### config.mk
export PLATFORM = sky130hd
export DESIGN_NAME = ps2_host_tx
export DESIGN_NICKNAME = d
export VERILOG_FILES = /design/src/rtl/ps2_pkg.sv /design/src/rtl/ps2_sync_edge.sv /design/src/rtl/ps2_host_tx.sv
export SDC_FILE = /design/constraint.sdc
export NUM_CORES = 1
export LEC_CHECK = 0
export CORE_MARGIN = 2
export CORE_UTILIZATION = 51
export DETAILED_ROUTE_END_ITERATION = 8
export PLACE_DENSITY = 0.85
export SYNTH_ARGS = -nofsm -noshare
export SYNTH_HDL_FRONTEND = slang
export SYNTH_HIERARCHICAL = 1
export SYNTH_SLANG_ARGS = --single-unit
### constraint.sdc
create_clock -name Clk -period 1.8 [get_ports Clk]
set_clock_uncertainty 0.05 [all_clocks]
set_input_delay 0.36 -clock Clk [delete_from_list [all_inputs] [get_ports Clk]]
set_output_delay 0.36 -clock Clk [all_outputs]
set_load 0.01 [all_outputs]
### src/rtl/ps2_pkg.sv
// Shared PS/2 definitions: host transmitter states, common command codes and the
// odd-parity helper used when a command byte is framed.
package ps2_pkg;

   typedef enum logic [2:0] {
      IDLE      = 3'd0,
      INHIBIT   = 3'd1,
      REQ       = 3'd2,
      DATA      = 3'd3,
      ACK       = 3'd4,
      WAIT_IDLE = 3'd5
   } ps2_tx_state_t;

   localparam logic [7:0] PS2_CMD_RESET  = 8'hFF;
   localparam logic [7:0] PS2_CMD_ENABLE = 8'hF4;
   localparam logic [7:0] PS2_RESP_ACK   = 8'hFA;

   function automatic logic odd_parity(input logic [7:0] d);
      return ~^d;
   endfunction

endpackage

### src/rtl/ps2_sync_edge.sv
// Two-flop synchronizer for a raw PS/2 pin plus a registered falling-edge strobe.
// Flops reset to 1 because the bus idles high; this avoids a false edge after reset.
module ps2_sync_edge (
   input  logic clk,
   input  logic rst_n,
   input  logic din,
   output logic level,
   output logic fall
);

   logic [2:0] sync;

   always_ff @(posedge clk or negedge rst_n) begin
      if (!rst_n) begin
         sync <= 3'b111;
         fall <= 1'b0;
      end else begin
         sync <= {sync[1:0], din};
         fall <= sync[2] & ~sync[1];
      end
   end

   assign level = sync[1];

endmodule

### src/rtl/ps2_host_tx.sv
// Host-to-device PS/2 command transmitter; only ever pulls the bus lines low.
// Define PS2_TX_TIMEOUT_EN to build the inter-edge watchdog that drives error.
//
// state     | meaning
// ----------+--------------------------------------------------------------
// IDLE      | lines released, tx_ready high, waiting for a command
// INHIBIT   | clock held low for INHIBIT_CYCLES to abort device traffic
// REQ       | one cycle: clock released, data low (start bit / request)
// DATA      | device clocks out 8 data bits, parity, then stop (release)
// ACK       | waiting for the device's acknowledge clock pulse
// WAIT_IDLE | waiting for both lines high before reporting done
module ps2_host_tx
   import ps2_pkg::*;
#(
   parameter int unsigned INHIBIT_CYCLES = 5000,
   parameter int unsigned TIMEOUT_CYCLES = 100000
) (
   input  logic       Clk,
   input  logic       Reset_n,
   input  logic [7:0] tx_data,
   input  logic       tx_valid,
   output logic       tx_ready,
   output logic       done,
   output logic       ack_ok,
   output logic       error,
   input  logic       ps2_clk_in,
   input  logic       ps2_dat_in,
   output logic       ps2_clk_oe,
   output logic       ps2_dat_oe
);

   localparam int unsigned INH_W = $clog2(INHIBIT_CYCLES + 1);

   ps2_tx_state_t    state, state_nxt;
   logic [INH_W-1:0] inh_cnt, inh_cnt_nxt;
   logic [8:0]       shift, shift_nxt;
   logic [3:0]       bit_cnt, bit_cnt_nxt;
   logic             clk_oe_nxt, dat_oe_nxt, done_nxt, ack_nxt, ready_nxt;
   logic             clk_sync, clk_fall, dat_sync, dat_fall_unused;

   ps2_sync_edge u_clk_sync (
      .clk   (Clk),
      .rst_n (Reset_n),
      .din   (ps2_clk_in),
      .level (clk_sync),
      .fall  (clk_fall)
   );

   ps2_sync_edge u_dat_sync (
      .clk   (Clk),
      .rst_n (Reset_n),
      .din   (ps2_dat_in),
      .level (dat_sync),
      .fall  (dat_fall_unused)
   );

`ifdef PS2_TX_TIMEOUT_EN
   localparam int unsigned WD_W = $clog2(TIMEOUT_CYCLES + 1);
   logic [WD_W-1:0] wd_cnt, wd_cnt_nxt;
   logic            err_q, err_nxt;
   assign error = err_q;
`else
   assign error = 1'b0;
`endif

   always_comb begin
      state_nxt   = state;
      inh_cnt_nxt = inh_cnt;
      shift_nxt   = shift;
      bit_cnt_nxt = bit_cnt;
      clk_oe_nxt  = ps2_clk_oe;
      dat_oe_nxt  = ps2_dat_oe;
      done_nxt    = 1'b0;
      ack_nxt     = ack_ok;
`ifdef PS2_TX_TIMEOUT_EN
      wd_cnt_nxt  = wd_cnt;
      err_nxt     = err_q;
`endif
      case (state)
         IDLE: begin
            clk_oe_nxt = 1'b0;
            dat_oe_nxt = 1'b0;
            if (tx_valid && tx_ready) begin
               shift_nxt   = {odd_parity(tx_data), tx_data};
               ack_nxt     = 1'b0;
`ifdef PS2_TX_TIMEOUT_EN
               err_nxt     = 1'b0;
`endif
               inh_cnt_nxt = INH_W'(INHIBIT_CYCLES - 1);
               clk_oe_nxt  = 1'b1;
               state_nxt   = INHIBIT;
            end
         end
         INHIBIT: begin
            if (inh_cnt == '0) begin
               clk_oe_nxt = 1'b0;
               dat_oe_nxt = 1'b1;
               state_nxt  = REQ;
            end else begin
               inh_cnt_nxt = inh_cnt - 1'b1;
            end
         end
         REQ: begin
            bit_cnt_nxt = '0;
`ifdef PS2_TX_TIMEOUT_EN
            wd_cnt_nxt  = WD_W'(TIMEOUT_CYCLES - 1);
`endif
            state_nxt   = DATA;
         end
         DATA: begin
            if (clk_fall) begin
               bit_cnt_nxt = bit_cnt + 1'b1;
               // tenth fall: release data so the device sees the stop bit
               if (bit_cnt == 4'd9) begin
                  dat_oe_nxt = 1'b0;
                  state_nxt  = ACK;
               end else begin
                  dat_oe_nxt = ~shift[0];
                  shift_nxt  = {1'b0, shift[8:1]};
               end
            end
         end
         ACK: begin
            if (clk_fall) begin
               ack_nxt   = ~dat_sync;
               state_nxt = WAIT_IDLE;
            end
         end
         WAIT_IDLE: begin
            if (clk_sync && dat_sync) begin
               done_nxt  = 1'b1;
               state_nxt = IDLE;
            end
         end
         default: state_nxt = IDLE;
      endcase
`ifdef PS2_TX_TIMEOUT_EN
      // a fall always reloads, so a same-cycle fall beats expiry
      if (state inside {DATA, ACK, WAIT_IDLE}) begin
         if (clk_fall) begin
            wd_cnt_nxt = WD_W'(TIMEOUT_CYCLES - 1);
         end else if (wd_cnt == '0) begin
            err_nxt    = 1'b1;
            ack_nxt    = 1'b0;
            clk_oe_nxt = 1'b0;
            dat_oe_nxt = 1'b0;
            done_nxt   = 1'b1;
            state_nxt  = IDLE;
         end else begin
            wd_cnt_nxt = wd_cnt - 1'b1;
         end
      end
`endif
      ready_nxt = (state_nxt == IDLE) && !done_nxt;
   end

   always_ff @(posedge Clk or negedge Reset_n) begin
      if (!Reset_n) begin
         state      <= IDLE;
         inh_cnt    <= '0;
         shift      <= '0;
         bit_cnt    <= '0;
         ps2_clk_oe <= 1'b0;
         ps2_dat_oe <= 1'b0;
         done       <= 1'b0;
         ack_ok     <= 1'b0;
         tx_ready   <= 1'b1;
      end else begin
         state      <= state_nxt;
         inh_cnt    <= inh_cnt_nxt;
         shift      <= shift_nxt;
         bit_cnt    <= bit_cnt_nxt;
         ps2_clk_oe <= clk_oe_nxt;
         ps2_dat_oe <= dat_oe_nxt;
         done       <= done_nxt;
         ack_ok     <= ack_nxt;
         tx_ready   <= ready_nxt;
      end
   end

`ifdef PS2_TX_TIMEOUT_EN
   always_ff @(posedge Clk or negedge Reset_n) begin
      if (!Reset_n) begin
         wd_cnt <= '0;
         err_q  <= 1'b0;
      end else begin
         wd_cnt <= wd_cnt_nxt;
         err_q  <= err_nxt;
      end
   end
`endif

endmodule
# Word-level counts from Yosys, hierarchy flattened
# Index checks and enable logic that the tools add are counted.
# totals
in_bits,13
regBits,40
out_inout_bits,6
# op_classes
n_reduce_logical,19
n_mux,28
n_eq_ne,12
n_addsub,2
n_bitwise,4
# op_table
operator,n
$mux W9,3
$mux W13,2
$pmux W13 S2,1
$mux W3,6
$pmux W3 S6,1
$pmux W9 S2,1
$logic_not A13 Y1,1
$sub A13 B1 Y13 const B,1
$mux W1,9
$reduce_and A3 Y1,3
$ne A2 B2 Y1 const B,4
$pmux W4 S2,1
$reduce_bool A2 Y1,4
$reduce_xnor A8 Y1,1
$eq A3 B2 Y1 const B,2
$eq A3 B3 Y1 const B,2
$logic_not A3 Y1,2
$add A4 B1 Y4 const B,1
$eq A4 B4 Y1 const B,1
$mux W4,1
$ne A2 B1 Y1 const B,2
$pmux W1 S2,2
$reduce_and A2 Y1,2
$reduce_and A4 Y1,1
other kinds (7),11

# Longest topological paths before layout
# Gate-level depths: netlist of run 1.
# depth
depth_word,6
depth_mapped,6
mapped_depth_nobuf,6

# By module
# Netlist of run 1, hierarchy kept.
# by_module_without_submodules
mod,cells_each,area_per_inst_um2,seq_area_each_um2,n_inst
ps2_host_tx,184,1896.8,852.1,1
ps2_sync_edge,5,117.6,103.8,2

# Least setup slack after synthesis of run 1
# OpenSTA, ideal clock, no wires.
# synth_timing
path_kind,reg2reg
startpoint,register inh_cnt[0]
endpoint,register inh_cnt[3]
stages_incl_launch_ff,7
setup_ps,129
arrival_time_ps,1775
setup_slack_ps,-154
path_buffers,0
period_less_slack_ps,1954
cell_sequence,dfrtp_1 -> inv_1 -> ha_1 -> or3b_2 -> o41ai_4 -> or4_1 -> nand2_1
# synth_via
elab_chain_len,3
elab_cells_between_ends,6
cone_classes,1 x add/sub; 1 x eq/ne; 2 x mux; 2 x reduce/logical
# synth_lines
item,line_no,source
from (decl),ps2_host_tx.sv:35,"logic [INH_W-1:0] inh_cnt, inh_cnt_nxt;"
from (signal assigned),ps2_host_tx.sv:170,inh_cnt <= inh_cnt_nxt;
$sub A13 B1 Y13 / $logic_not A13 Y1 (equally long branches),"ps2_host_tx.sv:100, ps2_host_tx.sv:95",
$mux W13 / $ne A2 B2 Y1 (equally long branches),--,
$pmux W13 S2 / $reduce_and A3 Y1 (equally long branches),--,
# Several ways; a longest one is shown, not always the timed one. The select of a mux whose other input is x is not followed.
# A chain may end at the register's enable or synchronous reset.

# Worst setup path after layout of run 1
# layout_timing
startpoint,register inh_cnt[9]
endpoint,register inh_cnt[0]
# layout_via
elab_chain_len,3
# layout_lines
item,line_no,source
$logic_not A13 Y1,ps2_host_tx.sv:95,if (inh_cnt == '0) begin
$ne A2 B2 Y1 (no source line),--,
$reduce_and A3 Y1 (no source line),--,
# Every way passes these cells.

==> results.md, run 1 <==
- Status: finished, violations left
- Failing checks: negative setup slack
- Synth Area per Inst: 10.8 µm²
- Post-placement cell count: 282
- Internal power: just over 0.002 W
- Clock network fraction of total power: 0.196
- Commonest non-fill, non-tap cell in the layout: buf_4
- Initial antenna violation count: 0
- Crit. End Element: flop
- Die Ht: approximately 68 µm
- Synthesized instance count: roughly 190
- Proportion of layout cells with a drive suffix above 1: 0.385
- Sw frac: 0.335
- Vias in the first global route: 1689
- Tcrit/Tclk final: 1.04
- Hold Violations, Final: 0
- Worst Setup Start Kind: flop
- Antenna cells: 0
- Largest net degree at the start of global routing: 41
- Drc violations: 0
- RD Place Congestion: 0.886
- Antenna violation net count after detailed routing: 0
- Via count: about 1700
- Min Tclk post-route: 1870 ps
- CP arrival: around 2000 ps
- Required time worst endpoint: 1950 ps
- Placed inst area: 0.00252 mm²
- Drt pass-1 iters: 4
- Non-filler instance count after layout: between 200 and 300
- Final Max Slew Viols: 0
- Final std cell area, no fill: 0.00281 mm²
- Critical R2R Capture: inh_cnt[0]
- Combinational share of power: 0.390
- Reg2reg start: inh_cnt[9]
- CTS tree: built
- Final setup fails: 10
- Warnings from Yosys: 6
- GRT overflow: 0
- Chip width: 67.7 µm
- Fin worst setup slack: -65.2 ps
- Routed vias/inst: about 6
- Die area: 0.00458 mm²
- Clock buffer depth: 2
- Max-cap violations: 0
- P&R area growth vs syn: 35.8%
- H-tree levels: 2
- Port bufs: 17
- Post-Syn Area: 0.00207 mm²
- Rows: 23
- Seq pwr share: 0.413
- Peak Freq: 0.536 GHz
- Routed WL per cell: 16.5 µm
- RSZ-0062 raised after global routing: yes
- I/O pins: 19
- Final wirelength: just under 5000 µm
- Root Driver: clkbuf_8
- First-pass GRT wire length: 7470 µm
- Core footprint: about 0.004 mm²
- Clock latency on the worst-skew pair: approximately 300 ps
- Clock slew at reported path FFs: 80 ps
- Hpwl dp: 3130 µm
- GRT Overall Usage: 0.222
- Num CTS Buffers: 5
- FF-to-FF path depth: 5
- Final net count: between 200 and 300
- Worst Hold Class: in2async
- P_leak: 1.21 nW
- Initial DRC count: 89
- Max VDD drop: 0.000687 V
- CP max FO: 4
- Most frequent cells in the layout: 34 x buf_4, 33 x dfrtp_1, 16 x mux2_2
- Power per cell area: approximately 1100 mW/mm²
- Clock sink total: 40
- WS Path Type: reg2reg
- Initial core utilization: 0.524
- Reg2Reg Setup Slack: -70 ps
- Net Sw Power: 0.00104 W
- Syn Nets: 207
==> state kept, by name, summed over array words and instances (netlist names), 2 cells and up <==
name / cells
u_clk_sync/sync: 3
inh_cnt: 13
shift: 9
state: 3
u_dat_sync/sync: 2
bit_cnt: 4
==> per-stage QoR <==
| stage | hold slack (ps) | TNS (ps) | worst slack (ps) | total power, W | util |
|---|---|---|---|---|---|
| 2_1_floorplan | 14.4 | -507 | -98.6 | 0.00180 | - |
| 3_5_place_dp | 297 | -2550 | -180 | 0.00230 | 0.639 |
| 6_report | 50.7 | -349 | -65.2 | 0.00311 | 0.712 |
| 5_1_grt | 105 | -1360 | -130 | 0.00331 | 0.712 |
| 4_1_cts | 77.2 | -258 | -53.2 | 0.00304 | 0.690 |
| 3_3_place_gp | 296 | -1970 | -131 | 0.00224 | 0.639 |
==> power groups by stage <==
stage               clock (W)  combinational, W  sequential (W)
global route         0.000667           0.00132         0.00131
finish               0.000611           0.00121         0.00129
global placement            0          0.000972         0.00127
floorplan                   0          0.000514         0.00129
detailed placement          0           0.00102         0.00128
CTS                  0.000630           0.00113         0.00128
==> per-layer routing <==
metal / vias up / wire (µm) / track usage
met5: - / 0 / 0
met4: 0 / 104 / 0.102
met3: 12 / 211 / 0.0583
met1: 862 / 2120 / 0.289
li1: 814 / - / -
met2: 49 / 2470 / 0.344
==> worst max-delay path, stage by stage, from the launching register on <==
cell,delay [ps]
dfrtp_1,380
or4_4,580
o41ai_4,360
buf_2,200
nor2_1,50
a21oi_1,140
==> what timing repair did <==
action / CTS / global route
gates cloned: 1 / 1
hold buffers: 0 / 0
setup endpoints to repair: 22 / 26
pin swaps: 7 / 8
resized for setup: 17 / 16
buffers inserted: 4 / 1
==> area by class of cell <==
class                           instances  area, µm²
Timing Repair Buffer                   56        473
Multi-Input combinational cell        135       1140
Fill cell                             269       1140
Tap cell                               50       62.6
Sequential cell                        40       1010
Inverter                                8       30.0
Clock buffer                            8       90.1
==> how the worst max path moves through the flow <==
| stage | startpoint | endpoint | cells after the start |
|---|---|---|---|
| global route | inh_cnt[9] | state[1] | 5 |
| CTS | inh_cnt[0] | inh_cnt[4] | 7 |
| global placement | inh_cnt[1] | state[1] | 6 |
| detailed placement | inh_cnt[0] | state[1] | 6 |
| floorplan | inh_cnt[0] | state[1] | 6 |
| finish | inh_cnt[9] | inh_cnt[0] | 5 |
Power figures use the tool's default switching activity.
==> inputs of run 2 (changes only) <==
- SKIP_LAST_GASP: default -> 1
==> run 2 against run 1 <==
The flow still finishes with violations (negative setup slack). Critical path depth unchanged. Largest cell class unchanged. Global-route usage unchanged. Die area unchanged. Highest routed layer unchanged. Final area down 0.53%. Flip-flop and latch count unchanged. Final cell count unchanged. Combinational power about the same. Clock power about the same.
==> results.md, run 2 (synthesis results as in run 1) <==
- Final setup fails: 11
- Clock latency on the worst-skew pair: 300 ps
- Clock buffer depth: 2
- Final Max Slew Viols: 0
- Hold Violations, Final: 0
- WS Path Type: reg2reg
- CTS tree: built
- CP max FO: 5
- Largest net degree at the start of global routing: 41
- Initial DRC count: 134
- Power per cell area: 1110 mW/mm²
- Fill cell count: about 270
- Hpwl dp: 3130 µm
- Worst Hold Class: in2async
- CTS Hold Bufs: 0
- Clock sink total: 40
- Num CTS Buffers: 5
- Drc violations: 0
- Origin of the worst setup path: inh_cnt[9]
- Final wirelength: 4890 µm
- Final core occ: 0.708
- I/O pins: 19
- Required time worst endpoint: around 1900 ps
- Root Driver: clkbuf_8
- Proportion of layout cells with a drive suffix above 1: 0.372
- Antenna cells: 0
- Most frequent cells in the layout: 35 x buf_4, 33 x dfrtp_1, 16 x mux2_2
- Reg2Reg Setup Slack: -70 ps
- GRT Overall Usage: 0.222
- Via count: 1703
- P_leak: between 1 and 1.5 nW
- Drt pass-1 iters: 4
- Hold_ws: 51.3 ps
- Chip width: 67.7 µm
- Critical R2R Capture: inh_cnt[4]
- Routed vias/inst: 5.73
- Max VDD drop: ~0.00068 V
- Multi-input logic area: 0.00113 mm²
- Biggest regs: inh_cnt (13), shift (9), bit_cnt (4)
- Max-cap violations: 0
- Die area: 0.00458 mm²
- Worst Setup Start Kind: flop
- Final net count: between 200 and 300
- FF+latch area: approximately 0.001 mm²
- Antenna violation net count after detailed routing: 0
- Die Ht: 67.7 µm
- Status: finished, violations left
- Crit. End Element: flop
- Place WS: -180 ps
- RD Place Congestion: 0.886
- Initial antenna violation count: 0
- Tcrit/Tclk final: 1.04
- H-tree levels: 2
- Vias in the first global route: 1689
- Worst setup endpoint: inh_cnt[4]
- Top reg by flops: inh_cnt
- Min Tclk post-route: 1870 ps
- Initial core utilization: 0.524
- Rows: 23
- Failing checks: negative setup slack
- Peak Freq: 0.536 GHz
- Clock slew at reported path FFs: about 80 ps
- Final total power: 0.00309 W
- CP arrival: 1980 ps
- Commonest non-fill, non-tap cell in the layout: buf_4
- First-pass GRT wire length: roughly 7500 µm
- Reg2reg start: inh_cnt[9]
- GRT overflow: 0
- Routed WL per cell: around 16 µm
- Fin worst setup slack: -65.3 ps
- P&R area growth vs syn: 35.0%
- RSZ-0062 raised after global routing: yes
- Port bufs: 17
- Core footprint: approximately 0.0039 mm²
- FF-to-FF path depth: 5
- Max FFs per register: 13
[run 2: cell counts in the layout (fill, tap and decap cells not counted)]
No cell type changed its count.
[run 2: repair_timing]
item                                   CTS  global route
resized for setup                       17            12
endpoints found under the hold margin    0             0
setup endpoints to repair               22            26
setup buffers                            4             1
pin swaps                                5             9
gates cloned                             1             1
[run 2: power breakdown]
group,internal (W),leakage [nW],switching [W]
clock network,0.000313,0.0455,0.000300
registers,0.00112,0.477,0.000169
logic,0.000622,0.684,0.000565
[run 2: final cells by class]
type                    instances  share of cell area
well taps                      50              0.0224
clock buffers                   8              0.0323
repair buffers                 56               0.168
flip-flops and latches         40               0.362
inverters                       8              0.0108
multi-input cells             135               0.405
[run 2: worst min-delay path by stage]
stage,slack [ps],depth (start not counted),from,endpoint
6_report,50,2,Reset_n,inh_cnt[12]
5_1_grt,100,2,Reset_n,inh_cnt[3]
4_1_cts,80,2,Reset_n,inh_cnt[5]
3_5_place_dp,300,0,u_dat_sync/sync[0],u_dat_sync/sync[1]
3_3_place_gp,300,0,u_dat_sync/sync[0],u_dat_sync/sync[1]
2_1_floorplan,10,0,Reset_n,ack_ok
[run 2: worst max-delay path, cell delays in order, from the launching register on]
cell	delay, ps
dfrtp_1	380
or4_4	590
o41ai_4	360
buf_4	190
nor4_2	40
mux2i_1	120
[run 2: through the flow]
step                instances  cell area [µm²]  TNS [ps]
floorplan                 191             2090      -507
global placement          282             2520     -1970
detailed placement        282             2520     -2550
CTS                       295             2720      -267
global route              297             2790     -1520
finish                    297             2790      -392
[run 2: layer usage]
metal,GRT usage,up-vias,routed length [µm]
met5,0,-,0
met4,0.102,0,117
met3,0.0583,11,257
met2,0.344,56,2430
met1,0.289,823,2080
li1,-,813,-
